<file path="src/rtl/fetch_debug_ctrl.sv">
// fetch_debug_ctrl: UART-driven program loader and run/step sequencer; FETCH_DEBUG_CYCLE_COUNT_EN enables o_cycles
module fetch_debug_ctrl #(
  parameter int DATA_WIDTH = 32,
  parameter int MEM_DEPTH = 64,
  parameter logic [DATA_WIDTH-1:0] HALT_WORD = 32'hFFFFFFFF
) (
  input  logic                  i_clock,
  input  logic                  i_reset,
  input  logic [7:0]            i_rx_data,
  input  logic                  i_rx_done,
  input  logic                  i_halt,
  output logic                  o_loading,
  output logic [DATA_WIDTH-1:0] o_address,
  output logic [DATA_WIDTH-1:0] o_instruccion,
  output logic                  o_start,
  output logic                  o_step,
  output logic [2:0]            o_state,
  output logic                  o_error,
  output logic [DATA_WIDTH-1:0] o_cycles
);
  typedef enum logic [2:0] {IDLE = 3'd0, LOAD = 3'd1, WAIT_CMD = 3'd2, RUN = 3'd3, STEP = 3'd4, DONE = 3'd5} state_t;
  state_t state, next;
  logic [1:0] cnt;
  logic [DATA_WIDTH-9:0] word;
  logic [DATA_WIDTH-1:0] idx, word_full;
  logic cmd_l, cmd_c, cmd_s, cmd_r, last, enter_load;
  assign cmd_l = i_rx_done && i_rx_data == 8'h4C;
  assign cmd_c = i_rx_done && i_rx_data == 8'h43;
  assign cmd_s = i_rx_done && i_rx_data == 8'h53;
  assign cmd_r = i_rx_done && i_rx_data == 8'h52;
  assign word_full = {word, i_rx_data};
  assign last = idx == DATA_WIDTH'(MEM_DEPTH - 1);
  assign enter_load = next == LOAD && state != LOAD;
  assign o_state = state;
  always_comb begin
    next = state;
    case (state)
      IDLE:     next = cmd_l ? LOAD : IDLE;
      LOAD:     next = (i_rx_done && cnt == 2'd3 && (word_full == HALT_WORD || last)) ? WAIT_CMD : LOAD;
      WAIT_CMD: next = cmd_l ? LOAD : (cmd_c || cmd_s) ? (i_halt ? DONE : cmd_c ? RUN : STEP) : WAIT_CMD;
      RUN:      next = i_halt ? DONE : RUN;
      STEP:     next = i_halt ? DONE : WAIT_CMD;
      DONE:     next = cmd_l ? LOAD : cmd_r ? IDLE : DONE;
      default:  next = IDLE;
    endcase
  end
  always_ff @(posedge i_clock) begin
    if (i_reset) begin
      state <= IDLE;
      cnt <= '0;
      word <= '0;
      idx <= '0;
      o_loading <= 1'b0;
      o_address <= '0;
      o_instruccion <= '0;
      o_start <= 1'b0;
      o_step <= 1'b0;
      o_error <= 1'b0;
    end else begin
      state <= next;
      o_loading <= 1'b0;
      o_start <= next == RUN;
      o_step <= next == STEP;
      if (enter_load) begin
        idx <= '0;
        cnt <= '0;
        o_error <= 1'b0;
      end else if (state == LOAD && i_rx_done) begin
        word <= word_full[DATA_WIDTH-9:0];
        cnt <= cnt + 2'd1;
        if (cnt == 2'd3) begin
          o_loading <= 1'b1;
          o_instruccion <= word_full;
          o_address <= idx << 2;
          idx <= idx + DATA_WIDTH'(1);
          if (last && word_full != HALT_WORD) o_error <= 1'b1;
        end
      end
    end
  end
`ifdef FETCH_DEBUG_CYCLE_COUNT_EN
  logic [DATA_WIDTH-1:0] cycles;
  always_ff @(posedge i_clock) begin
    if (i_reset || enter_load) cycles <= '0;
    else if ((o_start || o_step) && !(&cycles)) cycles <= cycles + DATA_WIDTH'(1);
  end
  assign o_cycles = cycles;
`else
  assign o_cycles = '0;
`endif
endmodule

</file>
<file path="config.mk">
export PLATFORM = sky130hd
export DESIGN_NAME = fetch_debug_ctrl
export DESIGN_NICKNAME = d
export VERILOG_FILES = /design/src/rtl/fetch_debug_ctrl.sv
export SDC_FILE = /design/constraint.sdc
export NUM_CORES = 1
export LEC_CHECK = 0
export CAP_MARGIN = 20
export CORE_MARGIN = 3
export CORE_UTILIZATION = 55
export DETAILED_ROUTE_END_ITERATION = 8
export PLACE_DENSITY = 0.86
export SYNTH_ARGS = -nofsm -noshare
export SYNTH_HDL_FRONTEND = slang
export SYNTH_SLANG_ARGS = --single-unit
</file>
<file path="constraint.sdc">
create_clock -name i_clock -period 8.51 [get_ports i_clock]
set_input_delay 2.1275 -clock i_clock [delete_from_list [all_inputs] [get_ports i_clock]]
set_output_delay 2.1275 -clock i_clock [all_outputs]
set_load 0.01 [all_outputs]
</file>
# == After elaboration in Yosys (flattened, before gate mapping) ==
# Cells that the tools add are included.
# classes
n_addsub,2
reduce_logical,18
n_bitwise,2
mux,12
n_eq_ne,17
# ops
op,n
$add A32 B1 Y32 const B,1
$eq A32 B32 Y1 const B,1
$eq A32 B6 Y1 const B,1
$eq A8 B7 Y1 const B,4
$ne A32 B32 Y1 const B,1
$mux W3,8
$pmux W3 S6,1
$eq A3 B2 Y1 const B,3
$eq A3 B3 Y1 const B,3
$logic_and A1 B1 Y1,9
$eq A3 B1 Y1 const B,2
$reduce_and A3 Y1,2
$reduce_and A2 Y1,2
$logic_not A3 Y1,1
$ne A3 B1 Y1 const B,1
$reduce_or A3 Y1,1
$add A2 B1 Y2 const B,1
$eq A2 B2 Y1 const B,1
$logic_or A1 B1 Y1,2
$mux W1,2
$mux W2,1
$not A1 Y1,2
$reduce_or A2 Y1,1
# totals
input_bits,12
wordCells,61
out_inout_bits,103
register_bits,127

# == Depth between registers and ports, before layout ==
# Gate-level depths: netlist (run 1).
# depth
depth_word,11
ltp_mapped,8
depth_no_buf,7

# == Worst setup path after synthesis (run 1) ==
# OpenSTA, ideal clock, no wires.
# synth_timing
kind,input to register
from,in i_rx_data[4]
to,reg o_error
required_time_ns,8.395
setup_time_ns,0.115
setup_slack_ns,4.314
arrival_time_ns,4.080
path_buffers,1
cell_stages,7
cell_sequence,or4b_4 o41ai_2 a221oi_1 mux2_2 o41ai_4 buf_6 nor2_1
# synth_between
elab_chain_cells,10
word_cells_on_any_way,27
classes_between,eq/ne (7); mux (9); reduce/logical (11)
# synth_lines
element,line,source
"start, declared",9,"input logic [7:0] i_rx_data,"
$eq A8 B7 Y1,28,assign cmd_c = i_rx_done && i_rx_data == 8'h43;
$logic_and A1 B1 Y1,28,
$mux W3 (4 in a row),40,WAIT_CMD: next = cmd_l ? LOAD : (cmd_c || cmd_s) ? (i_halt ? DONE : cmd_c ? RUN : STEP) : WAIT_CMD;
$pmux W3 S6,37,case (state)
$eq A3 B1 Y1,33,assign enter_load = next == LOAD && state != LOAD;
$logic_and A1 B1 Y1,33,
$reduce_or A2 Y1 (no line),--,
"end signal, assigned",58,o_error <= 1'b0;
"end signal, assigned",67,o_error <= 1'b0;
"end signal, assigned",76,if (last && word_full != HALT_WORD) o_error <= 1'b1;
"end, declared",18,"output logic o_error,"
# Several ways; a longest one is shown, not always the timed one.
# A chain may end at the register's enable or synchronous reset.

# == Final worst setup path (run 1) ==
# layout_timing
from,in i_rx_data[5]
to,reg idx[14]
# layout_between
elab_chain_cells,10
word_cells_on_any_way,24
classes_between,eq/ne (6); mux (9); reduce/logical (9)
# layout_lines
element,line,source
$eq A8 B7 Y1,28,
$logic_and A1 B1 Y1,28,
$mux W3 (4 in a row),40,
$pmux W3 S6 (*),37,
$eq A3 B1 Y1 (*),33,
$logic_and A1 B1 Y1 (*),33,
$reduce_or A2 Y1 (no line) (*),--,
"end signal, assigned",75,idx <= idx + DATA_WIDTH'(1);
"end, declared",25,"logic [DATA_WIDTH-1:0] idx, word_full;"
# Mark *: on every way between the ends. The rest lies on a longest branch, timed or not.

==> qor.txt, run 1 <==
setup_tns = 0 ns
period utilization = 0.517
Die Y = 104 µm
total design power = 1.33 mW
hpwl dp = 8290 µm
worst endpoint required time = 8.91 ns
Worst Path Max Fanout = 35
#FFs+latches synth = 127
antenna cells = 0
Final ANT Viol Nets = 0
synthesized area = 5320 µm²
Leak = 2.25 nW
fraction of layout cells with a size suffix above 1 = 0.0632
first-pass GRT wire length = 21700 µm
IO buf count = 80
clk_skew = 0.00836 ns
GR Overflow Total = 0
final net count = 745
post-synthesis sequential area ratio = 0.478
Final setup viols = 0
pwr/cell area = 201 nW/µm²
CP max-delay cell = or4b_4
1st-pass router iterations = 4
Synth cell types = 45
Core ar. = 9330 µm²
Max Slew Vio Count = 0
vias per inst = 5.44
CP startpoint kind = primary input
CP Capture Type = flop
Setup CP Type = in2reg
ys async rst share = 0
clock tree buffer depth = 2
Post-Layout Cell Count = 873
Hold Path Class = reg2reg
Syn Inst Count = 665
Die Span X = 104 µm
Hold Buf Count CTS = 0
Crit path largest cell delay = 0.60 ns
Final min period = 4.40 ns
status = finished clean
CTS sink count = 127
clk_lat worst skew = 0.53 ns
root buffer cell = clkbuf_8
initial antenna violation count = 0
CTS buffer count = 17
I/O pins = 115
Fmax achieved = 227 MHz
Clock transition at path regs = 0.06 ns
synth warn = 0
Cell Chain, Critical Path = clkdlybuf4s50_1 -> or4b_4 -> o41ai_2 -> a221oi_1 -> mux2_2 -> o41ai_4 -> buf_4 -> nor2_1
DR DRC count = 0
max-capacitance violation count = 0
unrepaired setup endpoints after global routing = no
Max rail drop VDD = 0.148 mV
per-cell routed wire length = 14.8 µm
vias in the first global route = 4628
CTS tree = yes
gr usage total = 0.241
initial drt markers = 226
PnR worst setup slack = 4.11 ns
Mapped Avg Cell Area = 8.00 µm²
endpoints failing hold = 0
pre-CTS setup slack = 3.61 ns
DR vias = 4753
Area Growth Syn to Fin = 24.4%
design area = 6620 µm²
Most used DFF post-synth = dfxtp_1
gp weighted congestion = 0.879
placed cells = 841
Post-CTS Setup Bufs = 0
CP arrival = 4.80 ns
final wirelength = 12900 µm
pin count of the biggest net entering global routing = 92
initial core utilization = 0.570
Rel. slew slack = 0.360
# H-tree levels = 4
Worst-Margin Slew = 0.960 ns
placed instance area = 6040 µm²
Site Rows = 35
full die area = 10900 µm²
EDFF count, synth = 0
PostCTS Resize Cnt = 0
worst paths after layout:
path | slack, ns | end | cells after the start | startpoint
setup reg to reg | 5.72 | idx[25] | 6 | o_state[0]
hold reg to reg | 0.45 | o_instruccion[4] | 2 | o_instruccion[4]
setup / recovery | 4.11 | idx[14] | 8 | i_rx_data[5]
hold / removal | 0.45 | o_instruccion[4] | 2 | o_instruccion[4]
metrics by stage:
| stage | hold slack, ns | util |
|---|---|---|
| 6_report | 0.454 | 0.710 |
| 5_1_grt | 0.473 | 0.710 |
| 4_1_cts | 0.457 | 0.710 |
| 3_5_place_dp | 0.447 | 0.648 |
| 3_3_place_gp | 0.443 | 0.646 |
| 2_1_floorplan | 0.440 | - |
cell type report:
cell class              instances  area (µm²)
multi-input cells             495        2480
inverters                       6        22.5
repair buffers                 84         838
clock inverters                15         164
well taps                     129         161
clock buffers                  17         414
flip-flops and latches        127        2540
fillers                       717        2710
per-layer routing:
metal | part of all wire | up-vias | GRT usage
met2 | 0.51 | 182 | 0.416
met1 | 0.40 | 2251 | 0.283
met5 | 0 | - | 0
met3 | 0.065 | 37 | 0.0615
li1 | - | 2283 | -
met4 | 0.023 | 0 | 0.102
logic make-up after synthesis:
kind of cell / after synthesis / synth area share
other cells: 1 / 0.000705
buf+inv: 76 / 0.0818
compound gates: 107 / 0.112
flops: 127 / 0.478
fa+ha+maj: 2 / 0.00470
simple gates: 320 / 0.270
xor+xnor: 31 / 0.0510
mux: 1 / 0.00212
worst max-delay path: cells and delay by family:
kind            cells  cell delay (ns)
buf+inv             2             0.92
compound gates      3             0.70
simple gates        2             0.71
mux                 1             0.33
where the power goes:
| group | total (mW) | internal [mW] | switching, mW |
|---|---|---|---|
| registers | 0.594 | 0.594 | 0.0000803 |
| logic | 0.0295 | 0.00710 | 0.0224 |
| clock network | 0.704 | 0.403 | 0.301 |
| total | 1.33 | 1.00 | 0.324 |
cell usage after synthesis (2+ instances only):
| master | count | area, µm² |
|---|---|---|
| and3_1 | 5 | 31.3 |
| and2_1 | 6 | 37.5 |
| nand2b_1 | 2 | 12.5 |
| nand2_1 | 195 | 732 |
| buf_1 | 4 | 15.0 |
| or3b_2 | 2 | 17.5 |
| nand4_1 | 15 | 93.8 |
| nor4b_1 | 2 | 17.5 |
| xnor2_1 | 15 | 131 |
| inv_1 | 6 | 22.5 |
| dfxtp_1 | 127 | 2540 |
| ha_1 | 2 | 25.0 |
| and4_1 | 7 | 61.3 |
| a21oi_1 | 92 | 460 |
| buf_6 | 3 | 33.8 |
| nor4_1 | 5 | 31.3 |
| xor2_1 | 16 | 140 |
| nor2_1 | 46 | 173 |
| buf_4 | 34 | 255 |
| nand3_1 | 15 | 75.1 |
| clkbuf_1 | 29 | 109 |
| o21ai_0 | 3 | 15.0 |
| a221oi_1 | 2 | 17.5 |
| nor2b_1 | 5 | 31.3 |
| nor3b_1 | 3 | 22.5 |
| a31oi_1 | 3 | 18.8 |
| nor3_1 | 3 | 15.0 |
cell usage in the layout, fill, tap and decap left out, types with 16 or more instances in the layout:
cell,Yosys,layout
nor2_1,46,45
clkbuf_16,0,16
conb_1,1,34
dfxtp_1,127,127
clkdlybuf4s50_1,0,79
nand2_1,195,194
xor2_1,16,16
a21oi_1,92,92
registers in the layout, indices dropped and copies added (netlist names):
name	flops
cnt	2
idx	32
o_address	30
o_error	1
o_instruccion	32
o_loading	1
o_start	1
o_state	3
o_step	1
word	24
No activity file was read; power rests on OpenSTA's default activity.
==> inputs of run 2 (changes only) <==
--- a/config.mk
+++ b/config.mk
@@ -7,9 +7,9 @@
 export LEC_CHECK = 0
 export CAP_MARGIN = 20
 export CORE_MARGIN = 3
-export CORE_UTILIZATION = 55
+export CORE_UTILIZATION = 51
 export DETAILED_ROUTE_END_ITERATION = 8
-export PLACE_DENSITY = 0.86
+export PLACE_DENSITY = 0.8
 export SYNTH_ARGS = -nofsm -noshare
 export SYNTH_HDL_FRONTEND = slang
 export SYNTH_SLANG_ARGS = --single-unit
==> constraint.sdc (replaced) <==
create_clock -name i_clock -period 4.6 [get_ports i_clock]
set_input_delay 1.15 -clock i_clock [delete_from_list [all_inputs] [get_ports i_clock]]
set_output_delay 1.15 -clock i_clock [all_outputs]
set_load 0.01 [all_outputs]
==> run 2 against run 1 <==
Hold slack improved by 0.00065 ns; first-iteration DRC count rose by 6.6%; sequential share of layout area rose by 0.12 points; power rose by 77%; critical path type unchanged; final cell count rose by 0.57%; critical path depth did not move; clock power rose by 70%; die area rose by 7.4%; largest cell class unchanged.
==> qor.txt, run 2 (synthesized netlist as in run 1, its figures left out) <==
status = finished clean
Die Y = 108 µm (+3.6%)
Setup CP Type = in2reg
clk_lat worst skew = 0.51 ns (-0.02 ns)
Final min period = 3.39 ns
internal power = 1.85 mW (+84%)
initial antenna violation count = 0 (unchanged)
GR peak layer = met2
unrepaired setup endpoints after global routing = no
Clock transition at path regs = 0.06 ns (about the same)
worst reg2reg path depth = 6 (unchanged)
most common cell after layout, fill and taps aside = nand2_1
most frequent cells in the layout = nand2_1, dfxtp_1, a21oi_1, clkdlybuf4s50_1, nor2_1
Hold Buf Count CTS = 0 (unchanged)
max-capacitance violation count = 0 (unchanged)
Site Rows = 36 (+2.9%)
clk_skew = 0.00973 ns (+0.00137 ns)
full die area = 11700 µm² (+7.4%)
root buffer cell = clkbuf_8
Worst-Margin Slew = 0.948 ns (-0.0119 ns)
pre-CTS setup slack = 0.715 ns (-2.89 ns)
hpwl dp = 8490 µm (+2.4%)
met1 GRT Util = 0.273 (-0.0102)
clock network fraction of total power = 0.510 (-0.020)
final wirelength = 12400 µm (-3.9%)
Fmax achieved = 295 MHz
Max rail drop VDD = 0.206 mV (+40%)
IO buf count = 80 (unchanged)
met2 Use GR = 0.365 (-0.0510)
worst endpoint required time = 4.99 ns (-3.92 ns)
Rel. slew slack = 0.368 (+0.00795)
gr usage total = 0.220 (-0.0207)
pwr/cell area = 357 nW/µm² (+78%)
vias in the first global route = 4378 (-5.4%)
Die Span X = 108 µm (+3.6%)
CP startpoint kind = primary input
PnR worst setup slack = 1.21 ns (-2.91 ns)
CTS tree = yes
CP Capture Type = flop
Final ANT Viol Nets = 0 (unchanged)
final net count = 746 (+0.13%)
crit path capture = idx[25]
r2r endpoint = idx[27]
Max Slew Vio Count = 0 (unchanged)
CP arrival = 3.78 ns (-1.02 ns)
DR vias = 4633 (-2.5%)
design area = 6600 µm² (-0.30%)
Seq pwr share = 0.467 (+0.019)
period utilization = 0.738
Crit. Startpoint = i_rx_data[5]
initial drt markers = 241 (+6.6%)
combinational fraction of design power = 0.023 (about the same)
GR Overflow Total = 0 (unchanged)
Worst R2R Start = o_state[0]
switching pwr = 0.509 mW (+57%)
placed instance area = 6030 µm² (-0.12%)
CTS buffer count = 17 (unchanged)
clock tree buffer depth = 2 (unchanged)
CTS sink count = 127 (unchanged)
vias per inst = 5.28 (-3.1%)
Hold Path Class = reg2reg
pin count of the biggest net entering global routing = 65 (-29%)
Worst Path Max Fanout = 35 (unchanged)
antenna cells = 0 (unchanged)
DR DRC count = 0 (unchanged)
PostCTS Resize Cnt = 0 (unchanged)
Net Sw Frac = 0.216 (-0.0274)
gp weighted congestion = 0.834 (-5.2%)
biggest regs = idx: 32 flops, o_instruccion: 32 flops, o_address: 30 flops
met3 usage = 0.0561 (-0.00533)
fraction of layout cells with a size suffix above 1 = 0.0617 (-0.00143)
Reg2Reg Setup Slack = 1.86 ns (-3.86 ns)
# H-tree levels = 4 (unchanged)
Core ar. = 9950 µm² (+6.7%)
endpoints failing hold = 0 (unchanged)
first-pass GRT wire length = 20700 µm (-4.5%)
Area Growth Syn to Fin = 24.0%
number of fill cells = 820 (+14%)
worst hold slack = 0.454 ns (+0.000645 ns)
1st-pass router iterations = 5 (+1)
setup_tns = 0 ns (unchanged)
per-cell routed wire length = 14.2 µm (-4.5%)
I/O pins = 115 (unchanged)
Post-CTS Setup Bufs = 0 (unchanged)
Final setup viols = 0 (unchanged)
initial core utilization = 0.535 (-0.0359)
Leak = 2.23 nW (-0.66%)
-- run 2: changes by cell type in the layout (fill, tap and decap cells not counted), sizes merged --
cell,change
bufinv,-1
clkbuf,+7
clkinv,+1
clkinvlp,+2
buf,+1
inv,-9
-- run 2: power by group through the flow --
stage	clock network (mW)	registers (mW)	logic [mW]
after floorplan	0	1.12	0.0566
after global placement	0	1.12	0.0515
after detailed placement	0	1.12	0.0522
after CTS	1.22	1.10	0.0525
after global routing	1.27	1.10	0.0595
final	1.20	1.10	0.0536
-- run 2: cell type report --
cell class                      instances  area (µm²)  area share
Inverter                                6        22.5     0.00341
Clock inverter                          8        55.1     0.00834
Multi-Input combinational cell        495        2480       0.375
Tap cell                              133         166      0.0252
Clock buffer                           24         490      0.0743
Timing Repair Buffer                   85         846       0.128
Sequential cell                       127        2540       0.385
-- run 2: worst min path at each step --
stage | slack [ns] | endpoint | startpoint | cells past startpoint
after floorplan | 0.44 | cnt[1] | cnt[1] | 2
after global placement | 0.44 | o_instruccion[7] | o_instruccion[7] | 2
after CTS | 0.46 | o_instruccion[23] | o_instruccion[23] | 2
final | 0.45 | o_address[6] | o_address[6] | 2
after global routing | 0.47 | o_address[12] | o_address[12] | 2
after detailed placement | 0.45 | o_instruccion[27] | o_instruccion[27] | 2
-- run 2: through the flow --
| stage | instances | power (mW) | utilization |
|---|---|---|---|
| 2_1_floorplan | 698 | 1.18 | - |
| 3_3_place_gp | 845 | 1.18 | 0.606 |
| 3_5_place_dp | 845 | 1.18 | 0.606 |
| 4_1_cts | 877 | 2.37 | 0.661 |
| 5_1_grt | 878 | 2.43 | 0.663 |
| 6_report | 878 | 2.36 | 0.663 |
-- run 2: critical path, stage by stage --
cell	delay, ns
clkdlybuf4s50_1	0.51
or4b_4	0.60
nor3_2	0.23
o21ai_0	0.15
mux2_2	0.32
o41ai_4	0.33
buf_4	0.37
nor2_1	0.10
-- run 2: routing by layer --
metal | vias up | routed length (µm)
met5 | - | 0
met4 | 0 | 226
met3 | 22 | 731
met2 | 154 | 6120
met1 | 2182 | 5370
li1 | 2275 | -
